[src/rtl/irda_mode_ctrl.sv]
// IrDA mode controller.
// Owns the MASTER register that selects between the fast (MIR/FIR) core and
// the UART (SIR) core, and sequences a safe switch between them:
//   IDLE   -> normal operation, host traffic forwarded to the router
//   DRAIN  -> wait for the host to close its bus cycle
//   SWAP   -> one cycle, flip the mode select and load the settle counter
//   SETTLE -> both cores held in reset while the new path settles
// Host accesses to MASTER_ADDR are always serviced locally; every other
// access is forwarded only while IDLE and stalls otherwise.
module irda_mode_ctrl #(
  parameter int unsigned SETTLE_CYCLES = 16,
  parameter logic [3:0]  MASTER_ADDR   = 4'h8
) (
  input  logic        wb_clk_i,
  input  logic        wb_rst_i,
  // host side
  input  logic        wb_stb_i,
  input  logic        wb_cyc_i,
  input  logic        wb_we_i,
  input  logic [3:0]  wb_addr_i,
  input  logic [31:0] wb_dat_i,
  output logic        wb_ack_o,
  output logic [31:0] wb_dat_o,
  // router side
  output logic        r_wb_stb_o,
  output logic        r_wb_cyc_o,
  input  logic        r_wb_ack_i,
  input  logic [31:0] r_wb_dat_i,
  // mode select and core resets
  output logic        fast_mode,
  output logic        f_core_rst_o,
  output logic        u_core_rst_o
);

  localparam logic [1:0] ST_IDLE   = 2'd0;
  localparam logic [1:0] ST_DRAIN  = 2'd1;
  localparam logic [1:0] ST_SWAP   = 2'd2;
  localparam logic [1:0] ST_SETTLE = 2'd3;

  // SWAP loads N-1 so that SETTLE lasts N cycles (counting down to 0).
  localparam logic [7:0] SETTLE_LOAD = 8'(SETTLE_CYCLES - 1);

  // Read-back layout of the MASTER register.
  typedef struct packed {
    logic [28:0] rsvd;
    logic        req_mode;
    logic        busy;
    logic        fast;
  } master_stat_t;

  logic [1:0] state_q, state_d;
  logic       fast_q, fast_d;
  logic       req_q, req_d;
  logic       m_ack_q, m_ack_d;
  logic [7:0] cnt_q, cnt_d;
  logic       core_rst_q, core_rst_d;

  logic         master_hit;
  logic         idle;
  logic         wr_accept;
  master_stat_t stat;

  // Only bit 0 of the write data is meaningful for the MASTER register.
  logic unused_wdat;
  assign unused_wdat = ^wb_dat_i[31:1];

  assign master_hit = wb_stb_i & wb_cyc_i & (wb_addr_i == MASTER_ADDR);
  assign idle       = (state_q == ST_IDLE);

  // The write lands on the ack cycle, while the host still holds the strobe.
  assign wr_accept  = m_ack_q & master_hit & wb_we_i;

  // Forwarding gate: never pass MASTER hits, and hold everything else off
  // while a switch is in progress so no access reaches a core in reset.
  assign r_wb_stb_o = wb_stb_i & wb_cyc_i & ~master_hit & idle;
  assign r_wb_cyc_o = wb_cyc_i & ~master_hit & idle;

  // Ack merges the local MASTER ack with acks from forwarded accesses only.
  assign wb_ack_o = m_ack_q | (r_wb_ack_i & r_wb_stb_o);

  always_comb begin
    stat          = '0;
    stat.req_mode = req_q;
    stat.busy     = ~idle;
    stat.fast     = fast_q;
  end

  assign wb_dat_o = m_ack_q ? stat : r_wb_dat_i;

  assign fast_mode    = fast_q;
  assign f_core_rst_o = core_rst_q;
  assign u_core_rst_o = core_rst_q;

  // Single-cycle ack pulse; a held strobe produces alternating acks.
  assign m_ack_d = master_hit & ~m_ack_q;

  // Mode-switch sequencer and MASTER register update.
  always_comb begin
    state_d = state_q;
    fast_d  = fast_q;
    req_d   = req_q;
    cnt_d   = cnt_q;
    unique case (state_q)
      ST_IDLE: begin
        // Writes are only honoured here; a busy write is acked and dropped.
        if (wr_accept) begin
          req_d = wb_dat_i[0];
          if (wb_dat_i[0] != fast_q) state_d = ST_DRAIN;
        end
      end
      ST_DRAIN: begin
        // Let the host finish whatever cycle it has open before switching.
        if (!wb_cyc_i) state_d = ST_SWAP;
      end
      ST_SWAP: begin
        fast_d  = req_q;
        cnt_d   = SETTLE_LOAD;
        state_d = ST_SETTLE;
      end
      ST_SETTLE: begin
        // Counter parks at zero; it is only ever reloaded in SWAP.
        if (cnt_q == 8'd0) state_d = ST_IDLE;
        else               cnt_d   = cnt_q - 8'd1;
      end
      default: state_d = ST_IDLE;
    endcase
  end

  // Core resets are registered from the next state so they line up exactly
  // with the SWAP and SETTLE cycles.
  assign core_rst_d = (state_d == ST_SWAP) | (state_d == ST_SETTLE);

  // State registers; reset also aborts any switch in progress.
  always_ff @(posedge wb_clk_i) begin
    if (wb_rst_i) begin
      state_q    <= ST_IDLE;
      fast_q     <= 1'b0;
      req_q      <= 1'b0;
      m_ack_q    <= 1'b0;
      cnt_q      <= 8'd0;
      core_rst_q <= 1'b0;
    end else begin
      state_q    <= state_d;
      fast_q     <= fast_d;
      req_q      <= req_d;
      m_ack_q    <= m_ack_d;
      cnt_q      <= cnt_d;
      core_rst_q <= core_rst_d;
    end
  end

endmodule

[config.mk]
export PLATFORM = sky130hd
export DESIGN_NAME = irda_mode_ctrl
export DESIGN_NICKNAME = d
export VERILOG_FILES = /design/src/rtl/irda_mode_ctrl.sv
export SDC_FILE = /design/constraint.sdc
export NUM_CORES = 1
export LEC_CHECK = 0
export CAP_MARGIN = 20
export CORE_MARGIN = 2
export CORE_UTILIZATION = 29
export CTS_CLUSTER_DIAMETER = 50
export DETAILED_ROUTE_END_ITERATION = 8
export PLACE_DENSITY = 0.86
export SETUP_SLACK_MARGIN = 0.15
export SKIP_LAST_GASP = 1
export SLEW_MARGIN = 20
export SYNTH_ARGS = -nofsm -noshare
export SYNTH_HDL_FRONTEND = slang
export SYNTH_SLANG_ARGS = --single-unit
[constraint.sdc]
create_clock -name wb_clk_i -period 3 [get_ports wb_clk_i]
set_input_delay 0.6 -clock wb_clk_i [delete_from_list [all_inputs] [get_ports wb_clk_i]]
set_output_delay 0.6 -clock wb_clk_i [all_outputs]
set_load 0.005 [all_outputs]
# Word level (Yosys, flattened, before mapping)
# Cells that the tools add are included.
# word_totals
regBits	14
n_memories	0
out_inout_bits	38
word_cells	43
romBits	0
latchBits	0
mem_bits_rw	0
input_bits	74
# classes
n_shift	0
n_reduce_logical	5
n_div	0
mul	0
bitwise_logic	15
n_eq_ne	8
magnitude_cmp	0
add_sub_neg	1
mux	8
# op_table
operator	count
$mux 32	1
$pmux 8 s2	1
$and 1x1->1	10
$eq 2x2->1 const B	4
$logic_not 8->1	1
$mux 2	4
$mux 8	1
$pmux 2 s4	1
$sub 8x1->8 const B	1
$eq 4x4->1 const B	1
$reduce_and 2->1	2
$not 1->1	3
$eq 2x1->1 const B	1
$logic_not 2->1	1
$ne 2x2->1 const B	1
$or 1x1->1	2
$reduce_bool 2->1	1
$ne 1x1->1	1

# Depth between registers and ports, before layout
# logic_depth
depth_word	8
mapped_depth	6
ltp_nobuf	6

# Worst setup path after synthesis
# OpenSTA, ideal clock, no wires.
# synth_timing
path_type	input port to output port
startpoint	input port wb_addr_i[1]
endpoint	output port wb_ack_o
t_arrival_ns	1.408
slack_ns	0.992
path_buffers	0
path_stages	3
required_ns	2.400
path_cell_list	nor4b_1 > and4b_1 > a21o_1
# synth_between
elab_chain_len	7
# synth_rtl
item	line_no	text
from (decl)	20	input logic [3:0] wb_addr_i,
$eq 4x4->1	67	assign master_hit = wb_stb_i & wb_cyc_i & (wb_addr_i == MASTER_ADDR);
$and 1x1->1	67	
$not 1->1	75	assign r_wb_stb_o = wb_stb_i & wb_cyc_i & ~master_hit & idle;
$and 1x1->1 (2 in series)	75	
via r_wb_stb_o	25	output logic r_wb_stb_o,
$and 1x1->1	79	assign wb_ack_o = m_ack_q | (r_wb_ack_i & r_wb_stb_o);
$or 1x1->1	79	
to (decl)	22	output logic wb_ack_o,
# The timed path passes the listed nets, and every way through them passes these cells.

# Worst setup path after layout
# layout_timing
startpoint	input port wb_addr_i[2]
endpoint	output port r_wb_cyc_o
# layout_between
elab_chain_len	5
# layout_rtl
item	line_no	text
$eq 4x4->1	67	
$and 1x1->1	67	
$not 1->1	76	assign r_wb_cyc_o = wb_cyc_i & ~master_hit & idle;
$and 1x1->1 (2 in series)	76	
to (decl)	26	output logic r_wb_cyc_o,
# No other way between the ends.

==> metrics <==
via count of the first global-routing pass 991; DRC viols 0; most common library cells after synthesis nor2b_1, dfxtp_1, nor2_1; post-synthesis cell type with the largest combined area dfxtp_1; startpoint-to-endpoint class of the critical path in2out; RSZ-0062 raised after global routing false; initial antenna violation count 0; final standard cell count with taps included and fillers excluded 242; final weighted congestion in routability-driven placement 0.834; total length of routed wires 3160 um; clk_lat worst skew 280 ps; worst ir drop on vdd 0.114 mV; half-perimeter wire length of the detailed placement result 2580 um; final cycle utilization of the critical path 92.0%; CP endpoint kind output pin; post-layout min period 2760 ps; source of the worst register-to-register timing path cnt_q[0]; Clock Sinks 14; Layout fillers 277; R2R Path End cnt_q[1]; Post-Synthesis Net Count 194; total routing resource utilization after global routing 16.4%; maximum number of pins on one net before global-route repair 16; worst clock skew 2.08 ps; routed vias 1113; Longest Clk Path Bufs 2; cell chosen for the clock root clkbuf_4; slew at the pin with the worst max-slew slack 554 ps; distinct cell type count after synthesis 39; global-route wire length before repair 4620 um; I/O pin total 112; CP Max Fanout 3; total placed cells including tap cells 238; CTS Buf Count 3; area fraction of the dominant cell type after synthesis 29.5%; count of standard-cell rows 20; static leakage 0.681 nW; leading register cell type out of synthesis dfxtp_1; outcome finished, final reports clean; Inserted Diodes 0; Critical Path Start wb_addr_i[2]; vias per std cell 4.60; Finish-stage setup viols 0; area added between synthesis and finish 93.0%; Layout Nets 274; clock tree from TritonCTS done; Core Footprint 3080 um^2; DIE AREA 3750 um^2; post-route setup TNS 0 ps; die width 61.3 um; max-slew violations 0; Arr. time, crit path 2160 ps; number of buffers inserted by post-CTS setup repair 0; ys async rst share 0%; drt first-iter violations 14; number of warning messages in the yosys log 0; count of buffers inserted at the top-level ports 80; post-synthesis instance area 951 um^2; CTS Hold Bufs 0; Reg2Reg Setup Slack 1340 ps; fraction of the yosys area taken by sequential cells 29.5%; Worst Setup Slack, final 241 ps; dominant cells by area after synthesis dfxtp_1, nor2b_1, nor2_1; post-synthesis sequential element count 14; critical path capture point r_wb_cyc_o; number of H-tree levels 1; maximum achievable frequency 362 MHz; clock slew at reported path FFs 80 ps; number of enable flip-flop cells after synthesis 0; worst slack at placement 88.1 ps; Die Height 61.3 um; max cap viols 0; power density cells 249 nW/um^2; DRT Pass-1 Iters 4; average wire per standard cell 13.1 um; CTS-repair resized insts 2; kind of launch point of the worst setup path primary input; Post-Synthesis Cells 119; cell with the most instances after synthesis nor2b_1; post-route antenna net violation count 0; Slew headroom 62.8%; Worst Path Required 2400 ps; Initial Utilization 30.9%; GRT overflow 0; Post-Syn Area per Cell 7.99 um^2; layout cells sized above 1 7.58%; number of failing hold endpoints at the final stage 0; min-delay worst type reg2reg; reg2reg path depth 6
## per-layer routing
layer,GRT usage [%],wire length (um),vias up
met5,0,0,-
met4,4.66,29,0
met3,3.99,185,4
met2,26.9,1680,43
met1,21.3,1260,499
li1,-,-,567
## power breakdown
| part | total [mW] | internal, mW | switching [mW] |
|---|---|---|---|
| clock | 0.135 | 0.0738 | 0.0612 |
| combinational | 0.136 | 0.102 | 0.0334 |
| sequential | 0.186 | 0.186 | 0.000246 |
## flip-flops by register name (all words and copies together), names as in the netlist
name          flops
m_ack_q           1
state_q           2
f_core_rst_o      1
req_q             1
fast_mode         1
cnt_q             8
## critical path, cell delays in order
cell and delay [ps]:
clkdlybuf4s50_1 410, nor4b_2 270, buf_4 150, nand3_1 80, and3_1 190, clkdlybuf4s50_1 450
## placed cells by master, fill, tap and decap left out, drive strengths merged, types with 2 or more instances in the layout
cell,n
a21oi,4
a311oi,2
a31oi,3
buf,3
clkbuf,4
clkdlybuf4s50,79
dfxtp,14
inv,6
mux2,2
mux2i,2
nand2,4
nand2b,3
nand3,2
nor2,12
nor2b,30
nor3,3
o21ai,2
xor2,3
## how the worst min path moves through the flow
| stage | startpoint | endpoint | slack, ps | cells past startpoint |
|---|---|---|---|---|
| after floorplan | req_q | req_q | 480 | 2 |
| after global placement | cnt_q[1] | cnt_q[1] | 500 | 2 |
| after detailed placement | cnt_q[0] | cnt_q[0] | 510 | 1 |
| after CTS | cnt_q[1] | cnt_q[1] | 530 | 2 |
| after global routing | cnt_q[0] | cnt_q[0] | 560 | 1 |
| final | cnt_q[1] | cnt_q[1] | 520 | 2 |
## metrics by stage
step                cell area, um^2  hold WS (ps)  utilization [%]  power (mW)
global placement               1790           500             58.3       0.325
detailed placement             1790           511             58.3       0.326
CTS                            1840           528             59.6       0.461
finish                         1840           523             59.6       0.457
floorplan                       951           476                -       0.218
global route                   1840           556             59.6       0.479
## cell type report
class / count / area (um^2) / share of cell area, %
inverter: 6 / 22.5 / 1.23
timing repair buffer: 83 / 822 / 44.8
multi-input combinational: 91 / 619 / 33.7
sequential: 14 / 280 / 15.3
clock buffer: 4 / 36.3 / 1.98
tap: 44 / 55.1 / 3.00
## logic make-up after synthesis
| kind of cell | after synthesis | share of synthesized area (%) |
|---|---|---|
| AND/OR/NAND/NOR | 65 | 41.4 |
| AO/OA/AOI/OAI | 17 | 13.6 |
| buffers and inverters | 14 | 6.05 |
| flip-flops | 14 | 29.5 |
| XOR/XNOR | 4 | 3.68 |
| multiplexers | 4 | 4.47 |
| adder cells (fa/ha/maj) | 1 | 1.32 |
(Power assumes the default switching activity.)
